[config.mk]
export PLATFORM = sky130hd
export DESIGN_NAME = wb_port_arbiter
export DESIGN_NICKNAME = d
export VERILOG_FILES = /design/src/rtl/wb_port_arbiter.sv
export SDC_FILE = /design/constraint.sdc
export NUM_CORES = 1
export LEC_CHECK = 0
export CAP_MARGIN = 10
export CORE_ASPECT_RATIO = 0.9
export CORE_UTILIZATION = 54
export CTS_CLUSTER_DIAMETER = 200
export DETAILED_ROUTE_END_ITERATION = 12
export PLACE_DENSITY = 0.85
export SYNTH_ARGS = -nofsm -noshare
export SYNTH_HDL_FRONTEND = slang
export SYNTH_SLANG_ARGS = --single-unit
[constraint.sdc]
create_clock -name clk -period 12.8 [get_ports clk]
set_clock_uncertainty 0.05 [all_clocks]
set_input_delay 1.92 -clock clk [delete_from_list [all_inputs] [get_ports clk]]
set_output_delay 1.92 -clock clk [all_outputs]
set_load 0.02 [all_outputs]
[src/rtl/wb_port_arbiter.sv]
// Writeback port arbiter: merges the in-order pipe writeback with results from
// a multi-cycle (mul/div) unit onto one register-file write port. md results
// wait in a 2-entry FIFO. The pipe normally wins. A starvation counter forces a
// one-cycle DRAIN that stalls the pipe and writes the FIFO head.
module wb_port_arbiter #(
  parameter int STARVE_LIMIT = 4
) (
  input  logic        clk,
  input  logic        rst,
  input  logic        pipe_valid,
  input  logic [4:0]  pipe_wd,
  input  logic [63:0] pipe_data,
  input  logic        md_valid,
  output logic        md_ready,
  input  logic [4:0]  md_wd,
  input  logic [63:0] md_data,
  output logic        stall_pipe,
  output logic        wb_en,
  output logic [4:0]  wb_wd,
  output logic [63:0] wb_data,
  output logic [1:0]  md_count
);

  localparam int SW = $clog2(STARVE_LIMIT + 1);

  typedef struct packed {
    logic [4:0]  wd;
    logic [63:0] data;
  } wb_req_t;

  typedef enum logic {NORMAL, DRAIN} state_t;

  state_t            r_state, w_state_nxt;
  wb_req_t           r_fifo [0:1];
  logic              r_rd_ptr, r_wr_ptr;
  logic [1:0]        r_count;
  logic [SW-1:0]     r_starve, w_starve_nxt;
  logic              r_wb_en;
  wb_req_t           r_wb;

  logic              w_push, w_grant_pipe, w_grant_md, w_wr;
  wb_req_t           w_grant_req, w_md_req;

  // Acceptance depends only on the registered count, so a pop in the same
  // cycle never opens a slot for a push into a full FIFO.
  assign md_ready   = !rst && (r_count != 2'd2);
  assign w_push     = md_valid && md_ready;
  assign w_md_req   = '{wd: md_wd, data: md_data};
  assign stall_pipe = (r_state == DRAIN);
  assign md_count   = r_count;
  assign wb_en      = r_wb_en;
  assign wb_wd      = r_wb.wd;
  assign wb_data    = r_wb.data;

  // Grant selection, starvation counter update and next state. The head is
  // judged by the registered count, so an entry pushed this cycle is not
  // grantable until next cycle.
  always_comb begin
    w_state_nxt  = r_state;
    w_grant_pipe = 1'b0;
    w_grant_md   = 1'b0;
    case (r_state)
      NORMAL: begin
        if (pipe_valid && (pipe_wd != 5'd0)) w_grant_pipe = 1'b1;
        else if (r_count != 2'd0)            w_grant_md   = 1'b1;
      end
      DRAIN: begin
        w_grant_md  = (r_count != 2'd0);
        w_state_nxt = NORMAL;
      end
      default: w_state_nxt = NORMAL;
    endcase

    if (w_grant_md || (r_count == 2'd0)) w_starve_nxt = '0;
    else                                 w_starve_nxt = r_starve + SW'(1);

    if ((r_state == NORMAL) && (w_starve_nxt == SW'(STARVE_LIMIT)))
      w_state_nxt = DRAIN;

    w_grant_req = w_grant_pipe ? '{wd: pipe_wd, data: pipe_data} : r_fifo[r_rd_ptr];
    // x0 destinations are granted (md entries still pop) but never written.
    w_wr        = (w_grant_pipe || w_grant_md) && (w_grant_req.wd != 5'd0);
  end

  // FSM state and starvation counter.
  always_ff @(posedge clk or posedge rst) begin
    if (rst) begin
      r_state  <= NORMAL;
      r_starve <= '0;
    end else begin
      r_state  <= w_state_nxt;
      r_starve <= w_starve_nxt;
    end
  end

  // md result FIFO: pointers, occupancy and storage.
  always_ff @(posedge clk or posedge rst) begin
    if (rst) begin
      r_rd_ptr  <= 1'b0;
      r_wr_ptr  <= 1'b0;
      r_count   <= 2'd0;
      r_fifo[0] <= '0;
      r_fifo[1] <= '0;
    end else begin
      if (w_push) begin
        r_fifo[r_wr_ptr] <= w_md_req;
        r_wr_ptr         <= ~r_wr_ptr;
      end
      if (w_grant_md) r_rd_ptr <= ~r_rd_ptr;
      case ({w_push, w_grant_md})
        2'b10:   r_count <= r_count + 2'd1;
        2'b01:   r_count <= r_count - 2'd1;
        default: r_count <= r_count;
      endcase
    end
  end

  // Registered write port; address/data hold when nothing is written.
  always_ff @(posedge clk or posedge rst) begin
    if (rst) begin
      r_wb_en <= 1'b0;
      r_wb    <= '0;
    end else begin
      r_wb_en <= w_wr;
      if (w_wr) r_wb <= w_grant_req;
    end
  end

endmodule

==> metrics.md, run 1 <==
| Metric | Value |
|---|---|
| Dpl cell area | 11600 sq um |
| Initial Util | 55.6% |
| Total gr overflow | 0 |
| Worst ir drop on vdd | 0.152 mV |
| Slew @ Worst Pin | 1.12 ns |
| Total routed wirelength | 21.1 mm |
| Register bit total from synthesis | around 220 |
| Die Wd | 141 um |
| Sinks on the clock net | between 200 and 250 |
| Top_reg_cell synth | dfrtp_1 |
| Ports | ~220 |
| Clock transition at path regs | 0.06 ns |
| Design area | 12400 sq um |
| Clock root cell | clkbuf_16 |
| CP Max Fanout | 3 |
| Cell taking the most area after synthesis | dfrtp_1 |
| GPL Wtd Cong | roughly 0.80 |
| Ys Warns | 0 |
| Top cell type's share of synthesized area | ~57% |
| CTS Buf Count | 23 |
| Hold crit path type | reg2reg |
| Mapped Nets | 797 |
| Residual DRC count | 0 |
| Seq/Total Area, Yosys | 57.3% |
| Wire per inst | 19.1 um |
| Most frequent cell after synthesis | dfrtp_1 |
| Post-Layout Cell Count | 1105 |
| Ratio of cells with drive above 1 in the final layout | 29.2% |
| DR vias/cell | 5.64 |
| Standard-cell rows | 45 |
| Via count | 6230 |
| Die height | 127 um |
| Nature of the critical path endpoint | output port |
| ANT cells | 0 |
| HPWL Detailed | 13.5 mm |
| Core box area | 16900 sq um |
| Pleak | 5.24 nW |
| Max-Cap Viols | 0 |
| Mapped Avg Cell Area | 14.4 sq um |
| Crit share post-route | roughly 43% |
| 1st-pass router iterations | 4 |
| Layout Utilization | 73.0% |
| Synth top area cells | dfrtp_1 57%, mux2_2 16%, o221a_2 7.6%, mux2i_1 7.3%, nand2_1 2.7% |
| Initial antenna violation count | 0 |
| Crit path time final | 5.44 ns |
| Clock Latency Late Sink | 0.49 ns |
| DIE AREA | 18000 sq um |
| Async SR Flop Fraction | 100% |
| Synth-to-Final Area Change | 31.3% |
| Post-synth EDFFs | 0 |
| Total Power | ~3.2 mW |
| CP arrival | 3.47 ns |
| Fin nets | 999 |
| ANT nets after route | 0 |
| Slew Limit Fails | 0 |
| Max Freq | 184 MHz |
| Final setup viols | 0 |
| Unrepaired setup endpoints after global routing | no |
| Status | finished, final reports clean |
| Setup Buffers After CTS | 0 |
| Post-Synthesis Cells | 653 |
| Most common library cells after synthesis | 216 x dfrtp_1, 131 x mux2_2, 69 x mux2i_1, 69 x nand2_1, 64 x o221a_2 |
| CTS H-tree depth | 1 |
| Relative max-transition margin | 25.6% |
| DR iter-0 viols | 387 |
| CP Class | in2out |
| Critical Path RT | roughly 11 ns |
| Synthesized cell area | approximately 9400 sq um |
| CTS resizes | 0 |
| Number of global-route vias before repair | between 6k and 7k |
| Power Density | approximately 260 nW/um^2 |
| Total track usage | around a quarter |
| First-pass GRT wire length | 34.7 mm |
| # hold bufs at CTS | 0 |
| Hold Vio Cnt, Final | 0 |
| CTS tree | done |
| Placed cells | 1065 |
| Setup TNS | 0 ns |
| Fill count | 1086 |
| CP startpoint kind | primary input |
| Largest net degree at the start of global routing | roughly 130 |
| Port bufs | 215 |
| Bufs on Longest Clock Path | 3 |
| Yosys cell types | 46 |
layout make-up:
type | instances | area [sq um] | area share [%]
Clock inverter | 9 | 145 | 1.17
Sequential cell | 216 | 5410 | 43.7
Inverter | 2 | 15.0 | 0.121
Timing Repair Buffer | 220 | 2190 | 17.7
Multi-Input combinational cell | 392 | 3670 | 29.6
Tap cell | 235 | 294 | 2.38
Clock buffer | 31 | 656 | 5.30
layout by cell type, fill, tap and decap left out, types with 5 or more instances in the layout:
master and n:
nor2_1 8, clkdlybuf4s50_1 215, mux2i_1 69, clkbuf_16 23
o221a_2 64, mux2_2 131, clkinv_2 5, nand2_1 69
clkbuf_8 5, buf_4 5, mux2_1 11, dfrtp_1 215
routing by layer:
layer	GRT usage [%]	wire, um	vias to the layer above
met4	6.14	473	0
met5	0	0	-
met3	5.96	1280	39
met2	42.1	10500	180
li1	-	-	2804
met1	30.3	8840	3207
flip-flops by register name, summed over array words and instances, names as in the netlist:
register    cells
wb_wd           5
stall_pipe      1
wb_data        64
r_wr_ptr        1
wb_en           1
r_starve        3
md_count        2
r_fifo        138
r_rd_ptr        1
critical path: stages:
cell and delay (ns):
clkdlybuf4s50_1 0.51, a21oi_1 0.35, clkdlybuf4s50_1 0.69
final timing paths:
check | cells past startpoint | slack [ns] | startpoint | endpoint
min in group asynchronous | 2 | 1.94 | rst | wb_data[32]$_DFFE_PP0P_
worst max-delay path | 3 | 7.36 | rst | md_ready
worst max register to register | 6 | 9.63 | r_rd_ptr$_DFFE_PP0P_ | wb_data[51]$_DFFE_PP0P_
worst min-delay path | 1 | 0.43 | r_starve[0]$_DFF_PP0_ | r_starve[0]$_DFF_PP0_
worst min register to register | 1 | 0.43 | r_starve[0]$_DFF_PP0_ | r_starve[0]$_DFF_PP0_
max in group asynchronous | 3 | 9.06 | rst | r_fifo[23]$_DFFE_PP0P_
per-stage QoR:
stage	setup slack (ns)	hold slack, ns
final	7.36	0.430
after global routing	7.30	0.452
after CTS	7.36	0.429
after detailed placement	7.36	0.422
after global placement	7.39	0.397
after floorplan	4.92	0.382
power breakdown:
part / internal (mW) / leakage, nW / total (mW) / switching, mW
clock network: 0.438 / 0.399 / 0.698 / 0.260
registers: 1.03 / 2.53 / 1.25 / 0.222
logic: 0.700 / 2.30 / 1.28 / 0.580
total: 2.17 / 5.24 / 3.23 / 1.06
cells by family (layout without fill, tap and decap cells):
kind of cell | count (synthesis) | in the layout | share of synthesized area [%]
compound gates | 81 | 81 | 9.19
flops | 216 | 216 | 57.3
buf+inv | 45 | 262 | 3.94
fa+ha+maj | 2 | 2 | 0.265
mux | 211 | 211 | 24.3
simple gates | 92 | 92 | 4.42
xor+xnor | 6 | 6 | 0.557
Power figures use the tool's default switching activity.
==> run 2: changes to the inputs <==
Settings changed: CORE_UTILIZATION 54 to 50, PLACE_DENSITY 0.85 to 0.8.
Clock period 12.8 ns to 5.4 ns, I/O delays scaled along.
==> metrics.md, run 2 (synthesis results as in run 1) <==
| Metric | Value |
|---|---|
| Slew Limit Fails | 0 |
| DR iter-0 viols | 240 |
| Largest stage delay, worst path | 0.71 ns |
| Number of global-route vias before repair | 7003 |
| CTS tree | done |
| DR vias/cell | 5.53 |
| CP startpoint kind | primary input |
| Slew @ Worst Pin | 1.09 ns |
| CP Max Fanout | 3 |
| Bufs on Longest Clock Path | 3 |
| Crit path time final | around 3.2 ns |
| Sinks on the clock net | 216 |
| Reg2reg setup slack | 2.68 ns |
| Ports | 216 |
| Final setup viols | 0 |
| Power Density | 609 nW/um^2 |
| Status | finished, final reports clean |
| Clock transition at path regs | 0.06 ns |
| Hold slack | 0.439 ns |
| Die height | 132 um |
| CP Class | in2out |
| Max reg flops | 138 |
| Max Freq | 315 MHz |
| Initial Util | 51.2% |
| CP arrival | 2.32 ns |
| ANT nets after route | 0 |
| # hold bufs at CTS | 0 |
| HPWL Detailed | ~14 mm |
| Synth-to-Final Area Change | 31.2% |
| Core box area | 18400 sq um |
| Setup Buffers After CTS | 0 |
| CTS resizes | 0 |
| Wire per inst | 19.2 um |
| R2R depth | 6 |
| Total routed wirelength | about 21 mm |
| Hold Vio Cnt, Final | 0 |
| DIE AREA | 19400 sq um |
| Worst ir drop on vdd | 0.368 mV |
| Most used cell, CP | clkdlybuf4s50_1 |
| ANT cells | 0 |
| Pleak | 5.22 nW |
| Die Wd | 147 um |
| CTS Buf Count | 23 |
| Port bufs | approximately 220 |
| CTS H-tree depth | 1 |
| Nature of the critical path endpoint | output port |
| Relative max-transition margin | between 20% and 30% |
| Critical Path End | md_ready |
| Standard-cell rows | 47 |
| Crit path max-delay cell type | clkdlybuf4s50_1 |
| 1st-pass router iterations | 6 |
| Critical Path RT | roughly 4.5 ns |
| Setup TNS | 0 ns |
| Critical R2R Capture | r_fifo[90]$_DFFE_PP0P_ |
| Initial antenna violation count | 0 |
| Max-Cap Viols | 0 |
| Worst setup path start | rst |
| Hold crit path type | reg2reg |
| Reg2reg start | md_count[0]$_DFFE_PP0P_ |
| First-pass GRT wire length | roughly 36 mm |
| Crit-path cells | clkdlybuf4s50_1, a21oi_1, clkdlybuf4s50_1 |
| Largest net degree at the start of global routing | 144 |
| Clock Latency Late Sink | 0.51 ns |
| Clock root cell | clkbuf_16 |
| Ratio of cells with drive above 1 in the final layout | 29.3% |
| Unrepaired setup endpoints after global routing | no |
| Total gr overflow | 0 |
| GPL Wtd Cong | approximately 0.80 |
| Fin nets | 1001 |
| Most frequent cells in the layout | 215 x clkdlybuf4s50_1, 215 x dfrtp_1, 131 x mux2_2 |
| Fill count | about 1.3k |
| Total track usage | between 20% and 30% |
| Via count | between 6k and 7k |
| Most flops, register | r_fifo |
| Residual DRC count | 0 |
| Crit share post-route | just under 60% |
==> run 2: stage by stage <==
| step | utilization (%) | total power, mW | worst slack (ns) | area [sq um] | std cells |
|---|---|---|---|---|---|
| after floorplan | - | 5.00 | 1.73 | 9430 | 653 |
| after global placement | 63.2 | 5.87 | 1.91 | 11600 | 1077 |
| after detailed placement | 63.2 | 6.04 | 1.75 | 11600 | 1077 |
| after CTS | 67.2 | 7.60 | 2.22 | 12400 | 1119 |
| after global routing | 67.2 | 7.98 | 2.15 | 12400 | 1119 |
| final | 67.2 | 7.53 | 2.22 | 12400 | 1119 |
==> run 2: final cells by class <==
cell class	count	area, sq um	area share [%]
clock inverters	9	77.6	0.627
inverters	2	11.3	0.0911
multi-input cells	392	3670	29.7
flip-flops and latches	216	5410	43.7
clock buffers	33	663	5.36
repair buffers	222	2230	18.0
well taps	245	307	2.48
==> run 2: worst min-delay path by stage <==
stage,startpoint,end,cells past startpoint
2_1_floorplan,r_starve[0]$_DFF_PP0_,r_starve[0]$_DFF_PP0_,1
3_3_place_gp,r_starve[0]$_DFF_PP0_,r_starve[0]$_DFF_PP0_,1
3_5_place_dp,r_starve[0]$_DFF_PP0_,r_starve[0]$_DFF_PP0_,1
4_1_cts,r_starve[0]$_DFF_PP0_,r_starve[0]$_DFF_PP0_,1
5_1_grt,r_starve[0]$_DFF_PP0_,r_starve[0]$_DFF_PP0_,1
6_report,r_starve[0]$_DFF_PP0_,r_starve[0]$_DFF_PP0_,1
==> run 2: layer usage <==
| metal | track usage [%] | up-vias | wire length (um) | part of all wire [%] |
|---|---|---|---|---|
| li1 | - | 2811 | - | - |
| met1 | 28.9 | 3150 | 9060 | 42 |
| met2 | 39.0 | 187 | 10600 | 49 |
| met3 | 5.26 | 44 | 1280 | 5.9 |
| met4 | 7.12 | 0 | 560 | 2.6 |
| met5 | 0 | - | 0 | 0 |
==> run 2: critical path, delay by kind of cell <==
kind                   cells  cell delay, ns
AO/OA/AOI/OAI              1            0.33
buffers and inverters      2            1.17
==> run 2: power by group <==
part | switching [mW] | internal, mW
clock network | 0.618 | 0.903
registers | 0.522 | 2.44
logic | 1.38 | 1.67
total | 2.52 | 5.01
